**config.mk**
```make
export PLATFORM = sky130hd
export DESIGN_NAME = psram_access_arbiter_flat
export DESIGN_NICKNAME = d
export VERILOG_FILES = /design/src/rtl/psram_access_arbiter_if.sv /design/src/rtl/psram_access_arbiter.sv /design/src/flat_wrapper.sv
export SDC_FILE = /design/constraint.sdc
export NUM_CORES = 1
export LEC_CHECK = 0
export CAP_MARGIN = 20
export CELL_PAD_IN_SITES_DETAIL_PLACEMENT = 1
export CELL_PAD_IN_SITES_GLOBAL_PLACEMENT = 2
export CORE_AREA = 2 2 144 146
export DETAILED_ROUTE_END_ITERATION = 8
export DIE_AREA = 0 0 146 148
export GPL_TIMING_DRIVEN = 0
export PLACE_DENSITY = 0.77
export SKIP_LAST_GASP = 1
export SLEW_MARGIN = 5
export SYNTH_ARGS = -nofsm -noshare
export SYNTH_HDL_FRONTEND = slang
export SYNTH_SLANG_ARGS = --single-unit
```
**constraint.sdc**
```tcl
create_clock -name clk -period 1.8 [get_ports clk]
set_clock_uncertainty 0.2 [all_clocks]
set_input_delay 0.27 -clock clk [delete_from_list [all_inputs] [get_ports clk]]
set_output_delay 0.27 -clock clk [all_outputs]
set_load 0.02 [all_outputs]
```
**src/rtl/psram_access_arbiter_if.sv**
```systemverilog
// Bundle of requester, controller and status signals around the PSRAM
// access arbiter. The slave view belongs to the arbiter; the master view
// belongs to whatever drives the requesters and models the controller.
interface psram_access_arbiter_if;

  // Frame writer (requester 0)
  logic        write_rq;
  logic        write_ack;
  logic [20:0] write_addr;
  logic        mem_wr_en;
  logic [31:0] write_data;

  // Frame reader (requester 1)
  logic        read_rq;
  logic        read_ack;
  logic [20:0] read_addr;
  logic        mem_rd_en;
  logic [31:0] read_data;
  logic        read_data_valid;

  // PSRAM controller command port
  logic        ctrl_cmd_en;
  logic        ctrl_cmd;
  logic [20:0] ctrl_addr;
  logic [31:0] ctrl_wr_data;
  logic [31:0] ctrl_rd_data;
  logic        ctrl_rd_data_valid;

  // Status
  logic        hold_timeout;

  modport slave (
    input  write_rq, write_addr, mem_wr_en, write_data,
    input  read_rq, read_addr, mem_rd_en,
    input  ctrl_rd_data, ctrl_rd_data_valid,
    output write_ack, read_ack, read_data, read_data_valid,
    output ctrl_cmd_en, ctrl_cmd, ctrl_addr, ctrl_wr_data,
    output hold_timeout
  );

  modport master (
    output write_rq, write_addr, mem_wr_en, write_data,
    output read_rq, read_addr, mem_rd_en,
    output ctrl_rd_data, ctrl_rd_data_valid,
    input  write_ack, read_ack, read_data, read_data_valid,
    input  ctrl_cmd_en, ctrl_cmd, ctrl_addr, ctrl_wr_data,
    input  hold_timeout
  );

endinterface

```
**src/rtl/psram_access_arbiter.sv**
```systemverilog
// Shares one PSRAM controller command port between the frame writer and the
// frame reader. One requester owns the port for a whole burst; a fixed idle
// gap separates consecutive grants. Commands from the owner are registered
// onto the controller port, and read data is always registered back to the
// reader, even after its grant has been released.
module psram_access_arbiter #(
  parameter int MEMORY_BURST  = 32,
  parameter int GAP_CYCLES    = 4,
  parameter int MAX_HOLD      = 255,
  parameter int READ_PRIORITY = 1
) (
  input  logic                          clk,
  input  logic                          reset_n,
  psram_access_arbiter_if.slave         bus
);

  typedef enum logic [1:0] {
    IDLE     = 2'd0,
    GRANT_WR = 2'd1,
    GRANT_RD = 2'd2,
    GAP      = 2'd3
  } state_t;

  typedef enum logic {
    GRANTEE_WRITER = 1'b0,
    GRANTEE_READER = 1'b1
  } grantee_t;

  localparam logic [3:0] GAP_LAST   = 4'(GAP_CYCLES - 1);
  localparam logic [7:0] HOLD_LIMIT = 8'(MAX_HOLD);
  localparam bit         READ_WINS  = (READ_PRIORITY != 0);

  // Reject parameter values the counters cannot represent
  if (MEMORY_BURST < 4 || (MEMORY_BURST % 4) != 0) begin : g_bad_burst
    $error("MEMORY_BURST must be a positive multiple of 4");
  end
  if (GAP_CYCLES < 1 || GAP_CYCLES > 15) begin : g_bad_gap
    $error("GAP_CYCLES must be in 1..15");
  end
  if (MAX_HOLD < 1 || MAX_HOLD > 255) begin : g_bad_hold
    $error("MAX_HOLD must be in 1..255");
  end

  state_t      state_q, state_d;
  grantee_t    last_grant_q, last_grant_d;
  logic [3:0]  gap_cnt_q, gap_cnt_d;
  logic [7:0]  hold_cnt_q, hold_cnt_d;
  logic [7:0]  hold_next;
  logic        hold_timeout_q, hold_timeout_d;
  logic        write_ack_q, write_ack_d;
  logic        read_ack_q, read_ack_d;
  logic        ctrl_cmd_en_q, ctrl_cmd_en_d;
  logic        ctrl_cmd_q, ctrl_cmd_d;
  logic [20:0] ctrl_addr_q, ctrl_addr_d;
  logic [31:0] ctrl_wr_data_q, ctrl_wr_data_d;
  logic [31:0] read_data_q, read_data_d;
  logic        read_data_valid_q, read_data_valid_d;

  // Arbitration FSM: grant selection, gap timing, hold supervision and acks
  always_comb begin
    state_d        = state_q;
    last_grant_d   = last_grant_q;
    gap_cnt_d      = gap_cnt_q;
    hold_cnt_d     = hold_cnt_q;
    hold_timeout_d = hold_timeout_q;
    hold_next      = (hold_cnt_q == 8'hFF) ? hold_cnt_q : hold_cnt_q + 8'd1;

    unique case (state_q)
      IDLE: begin
        if (bus.write_rq && bus.read_rq) begin
          if (READ_WINS || last_grant_q == GRANTEE_WRITER) begin
            state_d = GRANT_RD;
          end else begin
            state_d = GRANT_WR;
          end
        end else if (bus.read_rq) begin
          state_d = GRANT_RD;
        end else if (bus.write_rq) begin
          state_d = GRANT_WR;
        end
        if (state_d != IDLE) begin
          hold_cnt_d = 8'd0;
        end
      end

      GRANT_WR: begin
        hold_cnt_d = hold_next;
        if (hold_next >= HOLD_LIMIT) begin
          hold_timeout_d = 1'b1;
        end
        if (!bus.write_rq) begin
          state_d      = GAP;
          gap_cnt_d    = 4'd0;
          last_grant_d = GRANTEE_WRITER;
        end
      end

      GRANT_RD: begin
        hold_cnt_d = hold_next;
        if (hold_next >= HOLD_LIMIT) begin
          hold_timeout_d = 1'b1;
        end
        if (!bus.read_rq) begin
          state_d      = GAP;
          gap_cnt_d    = 4'd0;
          last_grant_d = GRANTEE_READER;
        end
      end

      GAP: begin
        if (gap_cnt_q == GAP_LAST) begin
          state_d = IDLE;
        end else begin
          gap_cnt_d = gap_cnt_q + 4'd1;
        end
      end

      default: begin
        state_d = IDLE;
      end
    endcase

    write_ack_d = (state_d == GRANT_WR);
    read_ack_d  = (state_d == GRANT_RD);
  end

  // Command pass-through from the current owner plus the read return path
  always_comb begin
    ctrl_cmd_en_d     = 1'b0;
    ctrl_cmd_d        = ctrl_cmd_q;
    ctrl_addr_d       = ctrl_addr_q;
    ctrl_wr_data_d    = ctrl_wr_data_q;
    read_data_d       = bus.ctrl_rd_data;
    read_data_valid_d = bus.ctrl_rd_data_valid;

    unique case (state_q)
      GRANT_WR: begin
        ctrl_cmd_en_d  = bus.mem_wr_en;
        ctrl_cmd_d     = 1'b1;
        ctrl_wr_data_d = bus.write_data;
        if (bus.mem_wr_en) begin
          ctrl_addr_d = bus.write_addr;
        end
      end

      GRANT_RD: begin
        ctrl_cmd_en_d = bus.mem_rd_en;
        ctrl_cmd_d    = 1'b0;
        if (bus.mem_rd_en) begin
          ctrl_addr_d = bus.read_addr;
        end
      end

      default: begin
      end
    endcase
  end

  // State and output registers; reset abandons any burst in flight
  always_ff @(posedge clk) begin
    if (!reset_n) begin
      state_q           <= IDLE;
      last_grant_q      <= GRANTEE_READER;
      gap_cnt_q         <= 4'd0;
      hold_cnt_q        <= 8'd0;
      hold_timeout_q    <= 1'b0;
      write_ack_q       <= 1'b0;
      read_ack_q        <= 1'b0;
      ctrl_cmd_en_q     <= 1'b0;
      ctrl_cmd_q        <= 1'b0;
      ctrl_addr_q       <= 21'd0;
      ctrl_wr_data_q    <= 32'd0;
      read_data_q       <= 32'd0;
      read_data_valid_q <= 1'b0;
    end else begin
      state_q           <= state_d;
      last_grant_q      <= last_grant_d;
      gap_cnt_q         <= gap_cnt_d;
      hold_cnt_q        <= hold_cnt_d;
      hold_timeout_q    <= hold_timeout_d;
      write_ack_q       <= write_ack_d;
      read_ack_q        <= read_ack_d;
      ctrl_cmd_en_q     <= ctrl_cmd_en_d;
      ctrl_cmd_q        <= ctrl_cmd_d;
      ctrl_addr_q       <= ctrl_addr_d;
      ctrl_wr_data_q    <= ctrl_wr_data_d;
      read_data_q       <= read_data_d;
      read_data_valid_q <= read_data_valid_d;
    end
  end

  assign bus.write_ack       = write_ack_q;
  assign bus.read_ack        = read_ack_q;
  assign bus.ctrl_cmd_en     = ctrl_cmd_en_q;
  assign bus.ctrl_cmd        = ctrl_cmd_q;
  assign bus.ctrl_addr       = ctrl_addr_q;
  assign bus.ctrl_wr_data    = ctrl_wr_data_q;
  assign bus.read_data       = read_data_q;
  assign bus.read_data_valid = read_data_valid_q;
  assign bus.hold_timeout    = hold_timeout_q;

endmodule

```
**src/flat_wrapper.sv**
```systemverilog
// flat-port wrapper written by rule: the top's interface ports become plain ports
module psram_access_arbiter_flat 
#(
  parameter int MEMORY_BURST  = 32,
  parameter int GAP_CYCLES    = 4,
  parameter int MAX_HOLD      = 255,
  parameter int READ_PRIORITY = 1
)
  (clk, reset_n, bus_write_rq, bus_write_addr, bus_mem_wr_en, bus_write_data, bus_read_rq, bus_read_addr, bus_mem_rd_en, bus_ctrl_rd_data, bus_ctrl_rd_data_valid, bus_write_ack, bus_read_ack, bus_read_data, bus_read_data_valid, bus_ctrl_cmd_en, bus_ctrl_cmd, bus_ctrl_addr, bus_ctrl_wr_data, bus_hold_timeout);
  psram_access_arbiter_if bus_i ();
  input  logic clk;
  input  logic reset_n;
  input wire logic [$bits(bus_i.write_rq)-1:0] bus_write_rq;
  input wire logic [$bits(bus_i.write_addr)-1:0] bus_write_addr;
  input wire logic [$bits(bus_i.mem_wr_en)-1:0] bus_mem_wr_en;
  input wire logic [$bits(bus_i.write_data)-1:0] bus_write_data;
  input wire logic [$bits(bus_i.read_rq)-1:0] bus_read_rq;
  input wire logic [$bits(bus_i.read_addr)-1:0] bus_read_addr;
  input wire logic [$bits(bus_i.mem_rd_en)-1:0] bus_mem_rd_en;
  input wire logic [$bits(bus_i.ctrl_rd_data)-1:0] bus_ctrl_rd_data;
  input wire logic [$bits(bus_i.ctrl_rd_data_valid)-1:0] bus_ctrl_rd_data_valid;
  output wire logic [$bits(bus_i.write_ack)-1:0] bus_write_ack;
  output wire logic [$bits(bus_i.read_ack)-1:0] bus_read_ack;
  output wire logic [$bits(bus_i.read_data)-1:0] bus_read_data;
  output wire logic [$bits(bus_i.read_data_valid)-1:0] bus_read_data_valid;
  output wire logic [$bits(bus_i.ctrl_cmd_en)-1:0] bus_ctrl_cmd_en;
  output wire logic [$bits(bus_i.ctrl_cmd)-1:0] bus_ctrl_cmd;
  output wire logic [$bits(bus_i.ctrl_addr)-1:0] bus_ctrl_addr;
  output wire logic [$bits(bus_i.ctrl_wr_data)-1:0] bus_ctrl_wr_data;
  output wire logic [$bits(bus_i.hold_timeout)-1:0] bus_hold_timeout;
  assign bus_i.write_rq = bus_write_rq;
  assign bus_i.write_addr = bus_write_addr;
  assign bus_i.mem_wr_en = bus_mem_wr_en;
  assign bus_i.write_data = bus_write_data;
  assign bus_i.read_rq = bus_read_rq;
  assign bus_i.read_addr = bus_read_addr;
  assign bus_i.mem_rd_en = bus_mem_rd_en;
  assign bus_i.ctrl_rd_data = bus_ctrl_rd_data;
  assign bus_i.ctrl_rd_data_valid = bus_ctrl_rd_data_valid;
  assign bus_write_ack = bus_i.write_ack;
  assign bus_read_ack = bus_i.read_ack;
  assign bus_read_data = bus_i.read_data;
  assign bus_read_data_valid = bus_i.read_data_valid;
  assign bus_ctrl_cmd_en = bus_i.ctrl_cmd_en;
  assign bus_ctrl_cmd = bus_i.ctrl_cmd;
  assign bus_ctrl_addr = bus_i.ctrl_addr;
  assign bus_ctrl_wr_data = bus_i.ctrl_wr_data;
  assign bus_hold_timeout = bus_i.hold_timeout;
  psram_access_arbiter #(.MEMORY_BURST(MEMORY_BURST), .GAP_CYCLES(GAP_CYCLES), .MAX_HOLD(MAX_HOLD), .READ_PRIORITY(READ_PRIORITY)) u_core (.clk(clk), .reset_n(reset_n), .bus(bus_i));
endmodule
```
After elaboration in Yosys (flattened, before gate mapping):

Index checks and enable logic that the tools add are counted.

* add/subtract/negate cells: 2
* $mul: 0
* divide/modulo/power cells: 0
* magnitude comparators: 1
* equal/unequal tests: 13
* shifts and indexed selects: 0
* multiplexer cells: 20
* bitwise logic cells: 0
* reductions and logical operators: 11

Operators with widths (count)
* two-way mux 21 bit: 2
* case mux 21 bit (2 select lines): 1
* two-way mux 8 bit: 2
* case mux 8 bit (2 select lines): 1
* two-way mux 2 bit: 7
* two-way mux 4 bit: 3
* case mux 4 bit (3 select lines): 1
* != test 2 bit (second input constant): 5
* adder 8 x 1 -> 8 bit (second input constant): 1
* == test 8 bit (second input constant): 1
* greater-or-equal comparator 8 bit (second input constant): 1
* case mux 2 bit (4 select lines): 1
* == test 2 bit (second input constant): 3
* nonzero test 2 bit: 3
* adder 4 x 1 -> 4 bit (second input constant): 1
* == test 2 x 1 -> 1 bit (second input constant): 2
* == test 4 x 2 -> 1 bit (second input constant): 1
* case mux 1 bit (2 select lines): 2
* AND reduction 2 bit: 2
* AND reduction 4 bit: 1
* AND reduction 3 bit: 1
* nonzero test 3 bit: 1
* zero test 2 bit: 1
* != test 2 x 1 -> 1 bit (second input constant): 1
* other kinds (2): 2

* flip-flop bits (word level): 105
* latch bits: 0
* bits in writable memories: 0
* ROM bits: 0
* bits of input ports: 113
* output and inout port bits: 91
* logic and storage cells: 59
* memories kept: 0

Logic depth before layout (Yosys ltp):

Gate-level depths: netlist of the first run.

* depth after elaboration: 7
* depth in mapped cells: 8
* mapped depth without buffers: 6

Worst setup path before layout of the first run:

No wires, ideal clock.

* path kind: register -> register
* start: register u_core.state_q[0]
* end: register u_core.gap_cnt_q[1]
* arrival time: 1.613 ns
* required time: 1.471 ns
* path slack: -0.142 ns
* cell stages (with the launch flop): 8
* path buffers: 1
* clock period less this slack: 1.942 ns
* cells stage by stage: dfxtp_1 inv_1 ha_1 buf_2 a22o_1 nor3_2 mux2i_1 nor2_1

* word-level cells in the longest chain between the ends: 3

Ends and longest elaborated chain
* from (decl): RTL line psram_access_arbiter.sv:44 `state_t state_q, state_d;`
* from (signal assigned): RTL line psram_access_arbiter.sv:176 `state_q <= state_d;`
* == test 2 bit or == test 2 x 1 -> 1 bit (tied branches): RTL line psram_access_arbiter.sv:68 `unique case (state_q)`
* != test 2 bit (no line) or nonzero test 3 bit (tied branches)
* AND reduction 4 bit (no line)
* to (signal assigned): RTL line psram_access_arbiter.sv:178 `gap_cnt_q <= gap_cnt_d;`
* to (decl): RTL line psram_access_arbiter.sv:46 `logic [3:0] gap_cnt_q, gap_cnt_d;`

Parallel ways exist; a longest one is shown, timed or not.
A chain may end at the register's enable or synchronous reset.

Worst setup path after layout of the first run:

* start: register u_core.state_q[0]
* end: register u_core.gap_cnt_q[3]

The elaborated chain is that of the path after synthesis.

==> results of run 1 <==
-- metrics by stage --
step	hold WS (ns)	setup slack (ns)	power [mW]	utilization, %	cells
finish	0.295	-0.0702	8.76	38.2	928
global route	0.280	-0.133	9.27	38.2	928
CTS	0.280	-0.0646	8.33	36.1	918
detailed placement	0.287	-0.513	5.74	32.8	884
global placement	0.271	-0.427	5.65	32.8	884
floorplan	0.192	0.000688	4.51	-	411
-- power groups by stage --
| stage | clock network, mW | logic, mW | registers, mW |
|---|---|---|---|
| after floorplan | 0 | 1.31 | 3.20 |
| after global placement | 0 | 2.78 | 2.87 |
| after detailed placement | 0 | 2.86 | 2.89 |
| after CTS | 2.16 | 3.32 | 2.84 |
| after global routing | 2.26 | 4.10 | 2.92 |
| final | 2.06 | 3.81 | 2.88 |
-- cells in the final DEF, fill, tap and decap left out, types with 3 or more instances in the layout --
cell type	instances
ha_4	5
nor4_4	3
nand3_1	4
buf_4	21
dfxtp_1	99
and2_1	35
o21ai_0	3
o211a_1	3
dlygate4sd2_1	39
buf_12	3
clkbuf_1	7
dfxtp_4	4
clkdlybuf4s50_1	143
nor2_2	12
inv_1	5
a211oi_2	24
nand2_1	8
nor3_1	3
xnor2_1	3
nor2_4	4
clkbuf_2	3
mux2i_1	55
buf_2	4
clkbuf_16	11
buf_6	11
buf_8	3
nor2_1	50
a21oi_2	7
inv_6	3
dlymetal6s2s_1	21
-- per-layer routing --
layer | routed length [µm] | share of wire [%] | vias to the layer above | global-route usage, %
met2 | 8350 | 55 | 118 | 25.6
met5 | 0 | 0 | - | 0
met1 | 5720 | 38 | 1922 | 14.4
met3 | 959 | 6.3 | 13 | 4.85
met4 | 161 | 1.1 | 0 | 2.82
li1 | - | - | 1916 | -
-- worst max-delay path, cell delays in order (launching register included) --
cell and delay [ns]:
dfxtp_4 0.37, buf_12 0.13, ha_4 0.16, buf_6 0.12
a22o_4 0.28, nor4_4 0.26, xnor2_1 0.17, nor2_1 0.06
-- area by class of cell --
type | instances | share of cell area, %
clock inverter | 7 | 1.09
buffer | 28 | 3.12
inverter | 8 | 0.539
multi-input combinational | 270 | 30.1
timing repair buffer | 231 | 30.1
sequential | 105 | 27.7
tap | 270 | 4.41
clock buffer | 9 | 2.94
-- flip-flops by register name, summed over array words and instances (netlist names) --
register,count
u_core.bus.read_data_valid,1
u_core.bus.read_data,32
u_core.state_q,2
u_core.bus.ctrl_addr,21
u_core.bus.write_ack,1
u_core.bus.ctrl_cmd_en,1
u_core.bus.ctrl_cmd,1
u_core.bus.hold_timeout,1
u_core.bus.read_ack,1
u_core.hold_cnt_q,8
u_core.bus.ctrl_wr_data,32
u_core.gap_cnt_q,4
-- cells by family (layout without fill, tap and decap cells) --
family / Yosys count / after routing / share of synthesized area (%)
AND/OR/NAND/NOR: 139 / 139 / 17.2
flip-flops: 105 / 105 / 50.5
AO/OA/AOI/OAI: 64 / 64 / 11.4
multiplexers: 56 / 56 / 13.5
buffers and inverters: 36 / 283 / 4.42
adder cells (fa/ha/maj): 7 / 7 / 2.11
XOR/XNOR: 4 / 4 / 0.843
-- cells in the mapped netlist, types with 2 or more instances --
cell / instances / area share [%]
mux2i_1: 56 / 13
nor2_1: 66 / 6.0
nand4_1: 2 / 0.30
buf_2: 9 / 1.1
and4_1: 2 / 0.42
a22o_1: 2 / 0.42
inv_1: 7 / 0.63
a31oi_1: 3 / 0.45
a21oi_1: 8 / 0.96
a21o_1: 2 / 0.36
buf_4: 5 / 0.90
buf_6: 2 / 0.54
o21ai_0: 7 / 0.84
clkbuf_1: 11 / 0.99
dfxtp_1: 105 / 51
nor4_2: 3 / 0.90
o211a_1: 3 / 0.72
nand3_1: 5 / 0.60
and3_1: 2 / 0.30
ha_1: 7 / 2.1
xnor2_1: 3 / 0.63
a211oi_1: 25 / 4.5
nor3_1: 4 / 0.48
nand2_1: 9 / 0.81
and2_1: 35 / 5.3
-- worst max-delay path by stage --
stage	slack (ns)	depth (start not counted)	to
6_report	-0.07	7	u_core.gap_cnt_q[3]
5_1_grt	-0.13	7	u_core.gap_cnt_q[3]
4_1_cts	-0.06	6	u_core.hold_cnt_q[2]
3_5_place_dp	-0.51	4	u_core.bus.ctrl_addr[1]
3_3_place_gp	-0.43	4	u_core.bus.ctrl_cmd
2_1_floorplan	0.0007	7	u_core.gap_cnt_q[3]
-- what timing repair did --
item	4_1_cts	5_1_grt
cloned	2	2
endpoints found under the setup margin	78	59
setup buffers	16	8
hold endpoints to repair	0	0
hold buffers	0	0
pin swaps	17	34
gates resized for setup	102	88
==> results.json, run 1 <==
{
  "internal_power_mw": 5.66,
  "switching_share_pct": 35.4,
  "r2r-start": "u_core.state_q[0]",
  "hold_path.startpoint": "bus_ctrl_rd_data[25]",
  "num_vias": 3969,
  "routed_via_density": 4.28,
  "synth_cell_types": 53,
  "post-route-period-util_pct": 104,
  "violations": "negative setup slack",
  "powerDensity_nw_per_um2": 1140,
  "drtAntennaViolNets": 0,
  "antenna_cells": 0,
  "yosys_warnings": 0,
  "io_buffers": 203,
  "cp_data_arrival_time_ns": 1.90,
  "report.final.slew_viol_count": 0,
  "fill_cells": 2283,
  "synth_edf_count": 0,
  "cp-end-kind": "flip-flop",
  "start_util_pct": 20.8,
  "cts_buffer_depth": 2,
  "synth_area_per_cell_um2": 10.1,
  "clock_power_share_pct": 23.6,
  "p_leak_nw": 3.31,
  "rsz0062_at_grt": "yes",
  "grt_max_degree": 20,
  "cts-root-buf": "clkbuf_16",
  "tns_ns": -0.281,
  "slew_headroom_pct": 70.7,
  "r2r-end": "u_core.gap_cnt_q[3]",
  "clock_sinks": 105,
  "critPathLaunchType": "flip-flop",
  "grt_pass1_wl_mm": 23.1,
  "synth-async-reset-ratio_pct": 0,
  "clk_pin_slew_worst_paths_ns": 0.08,
  "final_cell_area_um2": 7660,
  "overflow": 0,
  "regArea_um2": 2120,
  "cts_tree": "done",
  "status": "complete, but fails checks",
  "seqPwrFrac_pct": 32.9,
  "place_hpwl_mm": 11.1,
  "whs_path_depth": 2,
  "firstDrtPassIters": 4,
  "pwr-share-comb_pct": 43.6,
  "fmax_mhz": 535,
  "layout-area-overhead-vs-synth_pct": 84.2,
  "crit_start": "u_core.state_q[0]",
  "ios": 204,
  "clk_latency_ns": 0.35,
  "setup_viol": 10,
  "die_height_um": 148,
  "yosysSeqAreaShare_pct": 50.5,
  "gp_congestion": 0.771,
  "core_um2": 20000,
  "die_w_um": 146,
  "grt_pass1_vias": 4363,
  "switchingPower_mw": 3.10,
  "antenna_found_initial": 0,
  "place_area_um2": 6570,
  "synthCells": 411,
  "rows": 52,
  "final_nets": 773,
  "synth_seq_cells": 105,
  "reg2regPathDepth": 7,
  "r2r_slack_ns": -0.07,
  "maxCapViolCount": 0,
  "hold_end": "u_core.bus.read_data[25]",
  "grt_use_total_pct": 13.5,
  "cts_htree_levels": 3,
  "worst_pin_slew_ns": 0.440,
  "drc": 0,
  "path_class": "reg2reg",
  "synth-main-ff-cell": "dfxtp_1",
  "multi_input_area_um2": 2310,
  "wl_mm": 15.2,
  "fin_crit_ns": 1.87,
  "wl_per_cell_um": 16.4,
  "hp-class": "in2reg",
  "die_area_um2": 21600,
  "numCtsBuffers": 9,
  "drt_iter0_markers": 77,
  "setup_ws_ns": -0.0702,
  "drive_gt1_share_pct": 23.4,
  "cp_max_fo": 4,
  "synth.net_count": 531,
  "synthesis.area_um2": 4160,
  "hold_viol": 0,
  "max-vdd-ir-drop_v": 0.000448,
  "critPathRequiredTime_ns": 1.83
}
Power figures use the tool's default switching activity.
==> inputs of run 2 (changes only) <==
--- a/config.mk
+++ b/config.mk
@@ -8,9 +8,9 @@
 export CAP_MARGIN = 20
 export CELL_PAD_IN_SITES_DETAIL_PLACEMENT = 1
 export CELL_PAD_IN_SITES_GLOBAL_PLACEMENT = 2
-export CORE_AREA = 2 2 144 146
+export CORE_AREA = 4 4 146 148
 export DETAILED_ROUTE_END_ITERATION = 8
-export DIE_AREA = 0 0 146 148
+export DIE_AREA = 0 0 150 152
 export GPL_TIMING_DRIVEN = 0
 export PLACE_DENSITY = 0.77
 export SKIP_LAST_GASP = 1
==> run 2 against run 1 <==
Effect of this change: the run still ends with negative setup slack left; utilization is 0.64 points lower; hold slack worse by 0.0080 ns; clock-buffer cell count increased by 3; register-to-register slack is essentially flat; combinational power shrank 6.6%; sequential share of layout area grew 0.51 points; first-iteration DRC count up 79%; critical path type unchanged; critical path depth fell by 1; non-clock buffer count fell by 4.
==> results.json, run 2 (synthesis results as in run 1) <==
{
  "io_buffers": 203,
  "cts_htree_levels": 3,
  "firstDrtPassIters": 4,
  "cp_max_fo": 9,
  "drc": 0,
  "critPathLaunchType": "flip-flop",
  "drtAntennaViolNets": 0,
  "slew_headroom_pct": 59.9,
  "switchingPower_mw": 2.89,
  "wl_per_cell_um": 16.0,
  "p_leak_nw": 3.36,
  "fin_crit_ns": 1.86,
  "final_common_cell": "clkdlybuf4s50_1",
  "die_w_um": 150,
  "cts-root-buf": "clkbuf_16",
  "grt_pass1_vias": 4384,
  "rsz0062_at_grt": "yes",
  "setup_viol": 17,
  "maxCapViolCount": 0,
  "place_hpwl_mm": 11.1,
  "final_nets": 770,
  "powerDensity_nw_per_um2": 1120,
  "cp-end-kind": "flip-flop",
  "gp_congestion": 0.712,
  "overflow": 0,
  "fin_util_pct": 37.6,
  "cp_data_arrival_time_ns": 1.93,
  "start_util_pct": 20.8,
  "hold_viol": 0,
  "core_um2": 20000,
  "pwr-share-comb_pct": 42.3,
  "clock_power_share_pct": 23.7,
  "clock_sinks": 105,
  "tns_ns": -0.350,
  "grt_max_degree": 17,
  "placed_cells": 884,
  "rows": 52,
  "r2r-start": "u_core.state_q[1]",
  "routed_via_density": 4.26,
  "final_cell_mix": "clkdlybuf4s50_1 (141), dfxtp_1 (99), nor2_1 (58), mux2i_1 (55), and2_1 (35)",
  "hp-class": "reg2reg",
  "die_height_um": 152,
  "setup_ws_ns": -0.0631,
  "wl_mm": 14.8,
  "grt_pass1_wl_mm": 23.1,
  "layout-area-overhead-vs-synth_pct": 81.1,
  "instances_no_fill": 925,
  "cts_tree": "done",
  "violations": "negative setup slack",
  "switching_share_pct": 34.2,
  "grt_use_total_pct": 12.7,
  "fmax_mhz": 537,
  "clk_pin_slew_worst_paths_ns": 0.07,
  "die_area_um2": 22800,
  "antenna_found_initial": 1,
  "clk_latency_ns": 0.34,
  "seqPwrFrac_pct": 34.0,
  "numCtsBuffers": 9,
  "path_class": "reg2reg",
  "post-route-period-util_pct": 104,
  "drt_iter0_markers": 138,
  "antenna_cells": 0,
  "report.final.slew_viol_count": 0,
  "ios": 204,
  "num_vias": 3942,
  "status": "complete, but fails checks",
  "drive_gt1_share_pct": 18.8,
  "internal_power_mw": 5.54,
  "max-vdd-ir-drop_v": 0.000476,
  "worst_pin_slew_ns": 0.601,
  "crit_start": "u_core.state_q[1]",
  "hold_path.startpoint": "u_core.bus.hold_timeout",
  "cts_buffer_depth": 2,
  "critPathRequiredTime_ns": 1.87
}
-- run 2: area by class of cell --
type | count | area [µm²]
Clock inverter | 4 | 51.3
Sequential cell | 105 | 2120
Clock buffer | 12 | 246
Multi-Input combinational cell | 271 | 2210
Inverter | 8 | 36.3
Timing Repair Buffer | 229 | 2320
Buffer | 26 | 205
Fill cell | 2277 | 12500
Tap cell | 270 | 338
-- run 2: final timing paths --
check | to | slack [ns] | cells past startpoint
setup reg to reg | u_core.hold_cnt_q[2] | -0.06 | 6
hold / removal | u_core.bus.hold_timeout | 0.29 | 1
setup / recovery | u_core.hold_cnt_q[2] | -0.06 | 6
hold reg to reg | u_core.bus.hold_timeout | 0.29 | 1
-- run 2: per-layer routing --
layer	vias up	wire length, µm	share of wire [%]	GRT usage [%]
met5	-	7	0.047	0
met2	117	7820	53	22.7
met4	2	167	1.1	3.01
met1	1906	5690	38	14.0
met3	13	1130	7.6	5.21
li1	1904	-	-	-
-- run 2: timing repair --
| action | in CTS | in global routing |
|---|---|---|
| pin swaps | 13 | 32 |
| resized for setup | 72 | 86 |
| hold buffers | 0 | 0 |
| setup buffers | 17 | 7 |
| gates cloned | 1 | 2 |
| endpoints found under the setup margin | 71 | 97 |
-- run 2: critical path, cell delays in order, from the launching register on --
cell and delay [ns]:
dfxtp_4 0.39, inv_4 0.07, ha_1 0.31, buf_8 0.14
a21bo_4 0.25, a31o_2 0.22, a211oi_2 0.20
-- run 2: power groups by stage --
stage               registers (mW)  logic, mW  clock network [mW]
floorplan                     3.20       1.31                   0
global placement              2.87       2.78                   0
detailed placement            2.89       2.84                   0
CTS                           2.86       3.18                2.09
global route                  2.91       3.85                2.20
finish                        2.87       3.56                2.00
-- run 2: stage by stage --
stage / setup slack, ns / total power [mW] / area (µm²) / hold slack [ns]
after detailed placement: -0.479 / 5.73 / 6570 / 0.281
after CTS: -0.109 / 8.13 / 7140 / 0.275
after floorplan: 0.000688 / 4.51 / 4200 / 0.192
after global routing: -0.130 / 8.96 / 7530 / 0.275
final: -0.0631 / 8.43 / 7530 / 0.287
after global placement: -0.449 / 5.65 / 6570 / 0.272
